==> src/rtl/audio_axis_frame_master_if.sv <==
// audio_axis_frame_master_if: AXI-Stream audio beat bundle.
// master drives data/valid/last, slave drives ready.
interface audio_axis_frame_master_if #(
  parameter int DW = 32
);
  logic [DW-1:0] axis_data;
  logic          axis_valid;
  logic          axis_last;
  logic          axis_ready;

  modport master (
    output axis_data,
    output axis_valid,
    output axis_last,
    input  axis_ready
  );

  modport slave (
    input  axis_data,
    input  axis_valid,
    input  axis_last,
    output axis_ready
  );
endinterface

==> src/rtl/audio_axis_frame_master.sv <==
// audio_axis_frame_master: frame FIFO + AXI-Stream packetiser for audio.
// Optional macro AUDIO_SIGNED_CONV_EN: offset-binary to two's complement.
module audio_axis_frame_master #(
  parameter int NUM_CHANNELS   = 2,
  parameter int AUDIO_IN_DW    = 12,
  parameter int AUDIO_OUT_DW   = 32,
  parameter int AUDIO_BIT_RATE = 24,
  parameter int FIFO_DEPTH     = 4
) (
  input  logic clk,
  input  logic reset_n,
  input  logic [NUM_CHANNELS*AUDIO_IN_DW-1:0] sample_in,
  input  logic sample_strobe,
  audio_axis_frame_master_if.master axis,
  output logic overflow,
  input  logic overflow_clear,
  output logic [$clog2(FIFO_DEPTH):0] fifo_level
);

  localparam int AW = $clog2(FIFO_DEPTH);
  localparam int CW =
    (NUM_CHANNELS > 1) ? $clog2(NUM_CHANNELS) : 1;
  localparam logic [CW-1:0] LAST_CH =
    CW'(NUM_CHANNELS - 1);
  localparam logic [AW:0] FULL = (AW+1)'(FIFO_DEPTH);

  typedef enum logic {IDLE, SEND} state_t;

  typedef logic [AUDIO_OUT_DW-1:0] word_t;

  function automatic word_t fmt(
    input logic [AUDIO_IN_DW-1:0] s
  );
    word_t w;
    logic [AUDIO_IN_DW-1:0] v;
    v = s;
`ifdef AUDIO_SIGNED_CONV_EN
    v[AUDIO_IN_DW-1] = ~s[AUDIO_IN_DW-1];
`endif
    w = '0;
    w[AUDIO_BIT_RATE-1 -: AUDIO_IN_DW] = v;
`ifdef AUDIO_SIGNED_CONV_EN
    for (int i = AUDIO_BIT_RATE; i < AUDIO_OUT_DW; i++)
      w[i] = v[AUDIO_IN_DW-1];
`endif
    return w;
  endfunction

  word_t          mem [FIFO_DEPTH][NUM_CHANNELS];
  word_t          frame [NUM_CHANNELS];
  logic [AW-1:0]  wr_ptr;
  logic [AW-1:0]  rd_ptr;
  logic           settled;
  logic           push;
  logic           pop;
  logic           avail;

  state_t         state;
  state_t         state_n;
  logic [CW-1:0]  ch;
  logic [CW-1:0]  ch_n;
  word_t          data_q;
  word_t          data_n;
  logic           valid_q;
  logic           valid_n;
  logic           last_q;
  logic           last_n;

  assign axis.axis_data  = data_q;
  assign axis.axis_valid = valid_q;
  assign axis.axis_last  = last_q;

  assign pop = (state == SEND) && valid_q &&
               axis.axis_ready && (ch == LAST_CH);
  assign push = sample_strobe &&
                ((fifo_level != FULL) || pop);
  // A frame is launched only once it has sat in the FIFO a full cycle.
  assign avail = settled && (fifo_level != '0);

  // Format every channel at capture time.
  always_comb begin
    for (int c = 0; c < NUM_CHANNELS; c++)
      frame[c] = fmt(sample_in[c*AUDIO_IN_DW +: AUDIO_IN_DW]);
  end

  // Frame storage; written whole so a frame is captured atomically.
  always_ff @(posedge clk) begin
    if (push) begin
      for (int c = 0; c < NUM_CHANNELS; c++)
        mem[wr_ptr][c] <= frame[c];
    end
  end

  // FIFO pointers, level and sticky overflow.
  always_ff @(posedge clk or negedge reset_n) begin
    if (!reset_n) begin
      wr_ptr     <= '0;
      rd_ptr     <= '0;
      fifo_level <= '0;
      settled    <= 1'b0;
      overflow   <= 1'b0;
    end else begin
      if (push)
        wr_ptr <= wr_ptr + 1'b1;
      if (pop)
        rd_ptr <= rd_ptr + 1'b1;
      if (push && !pop)
        fifo_level <= fifo_level + 1'b1;
      else if (pop && !push)
        fifo_level <= fifo_level - 1'b1;
      settled <= (fifo_level != '0);
      if (sample_strobe && !push)
        overflow <= 1'b1;
      else if (overflow_clear)
        overflow <= 1'b0;
    end
  end

  // FSM state and registered stream outputs.
  always_ff @(posedge clk or negedge reset_n) begin
    if (!reset_n) begin
      state   <= IDLE;
      ch      <= '0;
      data_q  <= '0;
      valid_q <= 1'b0;
      last_q  <= 1'b0;
    end else begin
      state   <= state_n;
      ch      <= ch_n;
      data_q  <= data_n;
      valid_q <= valid_n;
      last_q  <= last_n;
    end
  end

  // Next-state and next-output logic.
  always_comb begin
    state_n = state;
    ch_n    = ch;
    data_n  = data_q;
    valid_n = valid_q;
    last_n  = last_q;
    unique case (state)
      IDLE: begin
        valid_n = 1'b0;
        last_n  = 1'b0;
        if (avail) begin
          data_n  = mem[rd_ptr][0];
          valid_n = 1'b1;
          last_n  = (NUM_CHANNELS == 1);
          ch_n    = '0;
          state_n = SEND;
        end
      end
      SEND: begin
        if (valid_q && axis.axis_ready) begin
          if (ch == LAST_CH) begin
            valid_n = 1'b0;
            last_n  = 1'b0;
            ch_n    = '0;
            state_n = IDLE;
          end else begin
            ch_n   = ch + 1'b1;
            data_n = mem[rd_ptr][ch + 1'b1];
            last_n = ((ch + 1'b1) == LAST_CH);
          end
        end
      end
      default: state_n = IDLE;
    endcase
  end

endmodule

==> src/flat_wrapper.sv <==
// flat-port wrapper written by rule: the top's interface ports become plain ports
module audio_axis_frame_master_flat 
#(
  parameter int NUM_CHANNELS   = 2,
  parameter int AUDIO_IN_DW    = 12,
  parameter int AUDIO_OUT_DW   = 32,
  parameter int AUDIO_BIT_RATE = 24,
  parameter int FIFO_DEPTH     = 4
)
  (clk, reset_n, sample_in, sample_strobe, overflow, overflow_clear, fifo_level, axis_axis_data, axis_axis_valid, axis_axis_last, axis_axis_ready);
  audio_axis_frame_master_if #(.DW(32)) axis_i ();
  input  logic clk;
  input  logic reset_n;
  input  logic [NUM_CHANNELS*AUDIO_IN_DW-1:0] sample_in;
  input  logic sample_strobe;
  output logic overflow;
  input  logic overflow_clear;
  output logic [$clog2(FIFO_DEPTH):0] fifo_level;
  output wire logic [$bits(axis_i.axis_data)-1:0] axis_axis_data;
  output wire logic [$bits(axis_i.axis_valid)-1:0] axis_axis_valid;
  output wire logic [$bits(axis_i.axis_last)-1:0] axis_axis_last;
  input wire logic [$bits(axis_i.axis_ready)-1:0] axis_axis_ready;
  assign axis_axis_data = axis_i.axis_data;
  assign axis_axis_valid = axis_i.axis_valid;
  assign axis_axis_last = axis_i.axis_last;
  assign axis_i.axis_ready = axis_axis_ready;
  audio_axis_frame_master #(.NUM_CHANNELS(NUM_CHANNELS), .AUDIO_IN_DW(AUDIO_IN_DW), .AUDIO_OUT_DW(AUDIO_OUT_DW), .AUDIO_BIT_RATE(AUDIO_BIT_RATE), .FIFO_DEPTH(FIFO_DEPTH)) u_core (.clk(clk), .reset_n(reset_n), .sample_in(sample_in), .sample_strobe(sample_strobe), .axis(axis_i), .overflow(overflow), .overflow_clear(overflow_clear), .fifo_level(fifo_level));
endmodule
==> config.mk <==
export PLATFORM = sky130hd
export DESIGN_NAME = audio_axis_frame_master_flat
export DESIGN_NICKNAME = d
export VERILOG_FILES = /design/src/rtl/audio_axis_frame_master_if.sv /design/src/rtl/audio_axis_frame_master.sv /design/src/flat_wrapper.sv
export SDC_FILE = /design/constraint.sdc
export NUM_CORES = 1
export LEC_CHECK = 0
export ABC_AREA = 0
export CAP_MARGIN = 40
export CELL_PAD_IN_SITES_DETAIL_PLACEMENT = 0
export CELL_PAD_IN_SITES_GLOBAL_PLACEMENT = 1
export CORE_MARGIN = 4
export CORE_UTILIZATION = 35
export CTS_BUF_LIST = sky130_fd_sc_hd__clkbuf_2
export DETAILED_ROUTE_END_ITERATION = 7
export GPL_TIMING_DRIVEN = 0
export PLACE_DENSITY = 0.71
export SYNTH_ARGS = -nofsm -noshare
export SYNTH_HDL_FRONTEND = slang
export SYNTH_SLANG_ARGS = --single-unit
==> constraint.sdc <==
create_clock -name clk -period 2.53 [get_ports clk]
set_input_delay 0.6325 -clock clk [delete_from_list [all_inputs] [get_ports clk]]
set_output_delay 0.6325 -clock clk [all_outputs]
set_load 0.02 [all_outputs]
== Word-level counts from Yosys, hierarchy flattened ==
Memory sizes are Yosys's and may differ from the RTL's.
Cells that the tools add are included.

* Word-level logic and storage cells: 67
* Flip-flop bits (word level): 45
* Bits in writable memories: 96
* Memories kept: 1
* Output and inout port bits: 38

{| class="wikitable"
|+ Memories
! memory !! depth !! width !! read ports !! clocked after Yosys merged registers in !! wr ports !! RTL line !! RTL
|-
| u_core.mem || 4 || 24 || 1 || 0 || 1 || audio_axis_frame_master.sv:49 || <nowiki>word_t mem [FIFO_DEPTH][NUM_CHANNELS];</nowiki>
|}

* Magnitude comparators: 1
* Reductions and logical operators: 18
* Muxes and demuxes: 25
* Bitwise gates (word level): 2
* Equality and inequality tests: 5
* Add/subtract/negate cells: 5

{| class="wikitable"
|+ Operators by type and width
! kind !! count
|-
| 32-bit two-way mux || 6
|-
| 32-bit case mux with 2 select lines || 1
|-
| 1-bit two-way mux || 12
|-
| 1-bit logical AND || 9
|-
| 1-bit case mux with 2 select lines || 4
|-
| 3-bit two-way mux || 2
|-
| 2-bit != test (second input constant) || 3
|-
| 2-bit by 1-bit adder with 2-bit output (second input constant) || 2
|-
| 2-bit AND reduction || 2
|-
| 2-bit nonzero test || 2
|-
| 3-bit by 1-bit adder with 3-bit output (second input constant) || 1
|-
| 3-bit != test (second input constant) || 1
|-
| 3-bit AND reduction || 1
|-
| 3-bit nonzero test || 1
|-
| 3-bit by 1-bit subtractor with 3-bit output (second input constant) || 1
|-
| 2-bit >= comparator (second input constant) || 1
|-
| 1-bit logical NOT || 2
|-
| 2-bit by 1-bit != test with 1-bit output (second input constant) || 1
|-
| 1-bit inverter with 2-bit output || 1
|-
| 1-bit adder (second input constant) || 1
|-
| 1-bit logical OR || 1
|-
| 1-bit inverter || 1
|}

== Depth between registers and ports, before layout ==
* Depth in word-level cells: 9
* Mapped depth: 9

== Worst setup path before layout ==
OpenSTA, ideal clock, no wires.

* Kind: input to register
* Start point: input port axis_axis_ready
* End point: register u_core.fifo_level[2]
* Data required time: 2.450 ns
* Cell stages on the path: 8
* Path slack: 0.362 ns
* Arrival: 2.088 ns
* Path buffers: 0
* Cell sequence: nand4_2 -> a31oi_4 -> ha_1 -> inv_1 -> fa_1 -> xor2_1 -> nor2_1 -> xor2_1

* Longest elaborated chain between the ends: 7
* Elaborated cells on any way between the ends: 10

{| class="wikitable"
|+ Ends and longest elaborated chain
! item !! RTL line !! RTL
|-
| start, declared || flat_wrapper.sv:22 || <nowiki>input wire logic [$bits(axis_i.axis_ready)-1:0] axis_axis_ready;</nowiki>
|-
| 1-bit logical AND * || audio_axis_frame_master.sv:73 || <nowiki>assign pop = (state == SEND) && valid_q &&</nowiki>
|-
| 1-bit logical AND * || audio_axis_frame_master.sv:74 || <nowiki>axis.axis_ready && (ch == LAST_CH);</nowiki>
|-
| 1-bit logical OR * || audio_axis_frame_master.sv:76 || <nowiki>((fifo_level != FULL) || pop);</nowiki>
|-
| 1-bit logical AND * || audio_axis_frame_master.sv:75 || <nowiki>assign push = sample_strobe &&</nowiki>
|-
| net u_core.push || audio_axis_frame_master.sv:54 || <nowiki>logic push;</nowiki>
|-
| 1-bit logical NOT || audio_axis_frame_master.sv:109 || <nowiki>else if (pop && !push)</nowiki>
|-
| 1-bit logical AND || audio_axis_frame_master.sv:109 ||
|-
| 2-bit nonzero test (no source line) || -- ||
|-
| end signal, assigned || audio_axis_frame_master.sv:108 || <nowiki>fifo_level <= fifo_level + 1'b1;</nowiki>
|-
| end signal, assigned || audio_axis_frame_master.sv:110 || <nowiki>fifo_level <= fifo_level - 1'b1;</nowiki>
|-
| end, declared || audio_axis_frame_master.sv:17 || <nowiki>output logic [$clog2(FIFO_DEPTH):0] fifo_level</nowiki>
|}

Mark *: on every way through the listed nets, which the timed path passes. The rest lies on a longest branch.
A chain may end at the register's enable or synchronous reset.

== Worst setup path after layout ==
* Start point: register u_core.data_q[22], in the netlist u_core.axis.axis_data[22]
* End point: output port axis_axis_data[22]

{| class="wikitable"
|+ RTL lines
! item !! RTL line !! RTL
|-
| start, declared || audio_axis_frame_master.sv:62 || <nowiki>word_t data_q;</nowiki>
|-
| start signal, assigned || audio_axis_frame_master.sv:130 || <nowiki>data_q <= data_n;</nowiki>
|-
| end, declared || flat_wrapper.sv:19 || <nowiki>output wire logic [$bits(axis_i.axis_data)-1:0] axis_axis_data;</nowiki>
|}

No word-level cell between the ends.

==> results.sh <==
export IMPL_area_delta_synth_final_pct=20.36
export IMPL_vias=2948
export IMPL_synthArstFlopShare_pct=20.66
export IMPL_synth_xor_xnor_area_share_pct=0.9920
export IMPL_ant_nets=0
export IMPL_rsz0062_at_grt="no"
export IMPL_drive_above_1_share_pct=31.83
export IMPL_netlist_instances=320
export IMPL_setup_slack_ns=0.1514
export IMPL_path_max_fanout=2
export IMPL_synthesis_area_um2=5298
export IMPL_synth_flop_cell="edfxtp_1"
export IMPL_power_density_nw_per_um2=1121
export IMPL_dpl_hpwl_um=7843
export IMPL_layout_common_cells="edfxtp_1, clkdlybuf4s50_1, mux2_2, buf_4, dfrtp_1"
export IMPL_drc=0
export IMPL_cts_made_buffers=17
export IMPL_slew_headroom_pct=56.66
export IMPL_hold_viol=0
export IMPL_wire_per_inst_um=19.00
export IMPL_synth_simple_gate_area_share_pct=6.282
export IMPL_ctsHoldBuffers=0
export IMPL_postSynthAreaPerCell_um2=16.55
export IMPL_arrival_ns=1.75
export IMPL_min_path_type="in -> async"
export IMPL_dpl_instance_area_um2=6147
export IMPL_cp_cell_sequence="clkdlybuf4s50_1"
export IMPL_place_ws_ns=-0.7166
export IMPL_synth_top_cell_area_share_pct=54.42
export IMPL_die_h_um=131.0
export IMPL_period_share_pct=94.01
export IMPL_slowest_delay_ns=0.63
export IMPL_ir_worst_vdd_v=0.0004229
export IMPL_die_x_um=131.0
export IMPL_synthTopCellsByArea="edfxtp_1, dfrtp_1, mux2_2"
export IMPL_synth_edf_count=96
export IMPL_nets=444
export IMPL_clk_pin_slew_ns=0.17
export IMPL_min_period_ns=2.379
export IMPL_cts_root_buf="clkbuf_2"
export IMPL_grt_pass1_wl_um=17660
export IMPL_crit_buf_inv=1
export IMPL_end_kind="output pin"
export IMPL_finalSetupViolations=0
export IMPL_max_cap_viol_count=0
export IMPL_slew_violations=0
export IMPL_post_cts_setup_buffers=0
export IMPL_crit_type="reg -> out"
export IMPL_diodes=0
export IMPL_yosysTopAreaCell="edfxtp_1"
export IMPL_fp_row_count=44
export IMPL_clock_latency_ns=0.67
export IMPL_core_um2=14700
export IMPL_h_tree_depth=4
export IMPL_synthMuxAreaShare_pct=8.148
export IMPL_viasPerCell=4.873
export IMPL_synth_top_family_by_area="compound AO/OA/AOI/OAI gates"
export IMPL_start_util_pct=36.04
export IMPL_ys_ff_latch=121
export IMPL_fillCellCount=1342
export IMPL_power_w=0.007149
export IMPL_leakage_nw=2.342
export IMPL_final_common_cell="edfxtp_1"
export IMPL_cts_buffer_depth=2
export IMPL_fin_worst_skew_ns=0.01469
export IMPL_worst_pin_slew_ns=0.6501
export IMPL_synthDistinctLibCells=44
export IMPL_critPathTopFamily="buffers and inverters"
export IMPL_cts_sinks=121
export IMPL_postLayoutCellArea_um2=6376
export IMPL_synth_compound_area_share_pct=10.91
export IMPL_cpMaxStageDelayCell="clkdlybuf4s50_1"
export IMPL_drt_iter0_markers=69
export IMPL_grt_pass1_vias=3059
export IMPL_cts_tree="built"
export IMPL_grtUsageTotal_pct=14.25
export IMPL_ys_seq_area_share_pct=66.23
export IMPL_gp_congestion=0.7871
export IMPL_io_buffers=46
export IMPL_synthAdderAreaFrac_pct=1.559
export IMPL_fmax_mhz=420.4
export IMPL_worstSetupStartpointType="flip-flop"
export IMPL_synth_warnings=0
export IMPL_firstDrtPassIters=4
export IMPL_antenna_found_initial=0
export IMPL_cp_required_ns=1.90
export IMPL_dieArea_um2=17170
export IMPL_grt_max_degree=17
export IMPL_multi_input_area_um2=1563
export IMPL_grt_overflow_total=0
export IMPL_run_status="finished, final reports clean"
export IMPL_regArea_um2=3513
export IMPL_drt_wl_total_um=11490
export IMPL_io_pins=67
-- kinds of logic after synthesis --
kind of cell / after synthesis
other: 1
AOI/OAI and AO/OA: 55
xor gates and xnor gates: 6
and+or+nand+nor: 47
buffers and inverters: 46
DFF: 121
adders and majority gates: 6
muxes: 38
-- through the flow --
step | util [%] | setup TNS, ns | std cells | hold WS (ns)
final | 43.38 | 0 | 605 | 0.3112
after global routing | 43.38 | 0 | 605 | 0.2772
after CTS | 43.24 | 0 | 605 | 0.2498
after detailed placement | 41.82 | -54.21 | 574 | 0.5179
after global placement | 41.22 | -92.43 | 569 | 0.5211
after floorplan | - | 0 | 339 | 0.3369
-- synth_stat cells (all sizes together), types with 5 or more instances --
cell,instances
edfxtp,96
nor3b,12
o211ai,12
ha,5
a2111oi,12
o41ai,12
dfrtp,25
mux2,38
inv,7
buf,34
o22ai,12
nor2b,13
-- registers in the layout (all words and copies together) (netlist names), 2 cells and up --
name,flops
u_core.rd_ptr,2
u_core.mem,96
u_core.fifo_level,3
u_core.axis.axis_data,12
u_core.wr_ptr,2
-- final cells by class --
cell class | count | area share [%]
Buffer | 39 | 4.415
Sequential cell | 121 | 55.10
Clock buffer | 19 | 1.491
Multi-Input combinational cell | 172 | 24.51
Clock inverter | 12 | 1.707
Inverter | 7 | 0.4121
Timing Repair Buffer | 51 | 8.752
Tap cell | 184 | 3.611
-- layer usage --
| metal | track usage, % | share of wire (%) | up-vias |
|---|---|---|---|
| met5 | 0 | 0 | - |
| met4 | 5.082 | 0.97 | 0 |
| met3 | 4.146 | 4.8 | 13 |
| met2 | 22.88 | 49 | 79 |
| met1 | 18.44 | 45 | 1468 |
| li1 | - | - | 1388 |
-- where the power goes --
group          internal [W]  leakage [nW]  switching [W]
sequential          0.00270          1.17       0.000273
clock              0.000434         0.135       0.000681
combinational       0.00135          1.03        0.00171
-- final timing paths --
check	slack (ns)	end	from	cells after the start
max	0.15	axis_axis_data[22]	u_core.axis.axis_data[22]	1
min	0.31	u_core.axis.axis_data[13]	reset_n	1
max reg2reg	0.35	u_core.fifo_level[2]	u_core.state	9
min reg2reg	0.54	u_core.overflow	u_core.overflow	2
max in group asynchronous	1.72	u_core.fifo_level[2]	reset_n	2
min in group clk	0.53	u_core.overflow	overflow_clear	2
-- what timing repair did --
action | CTS | global route
pin swaps | 0 | 1
endpoints found under the setup margin | 4 | 18
gates cloned | 0 | 0
gates resized for setup | 4 | 6
(Power assumes the default switching activity.)
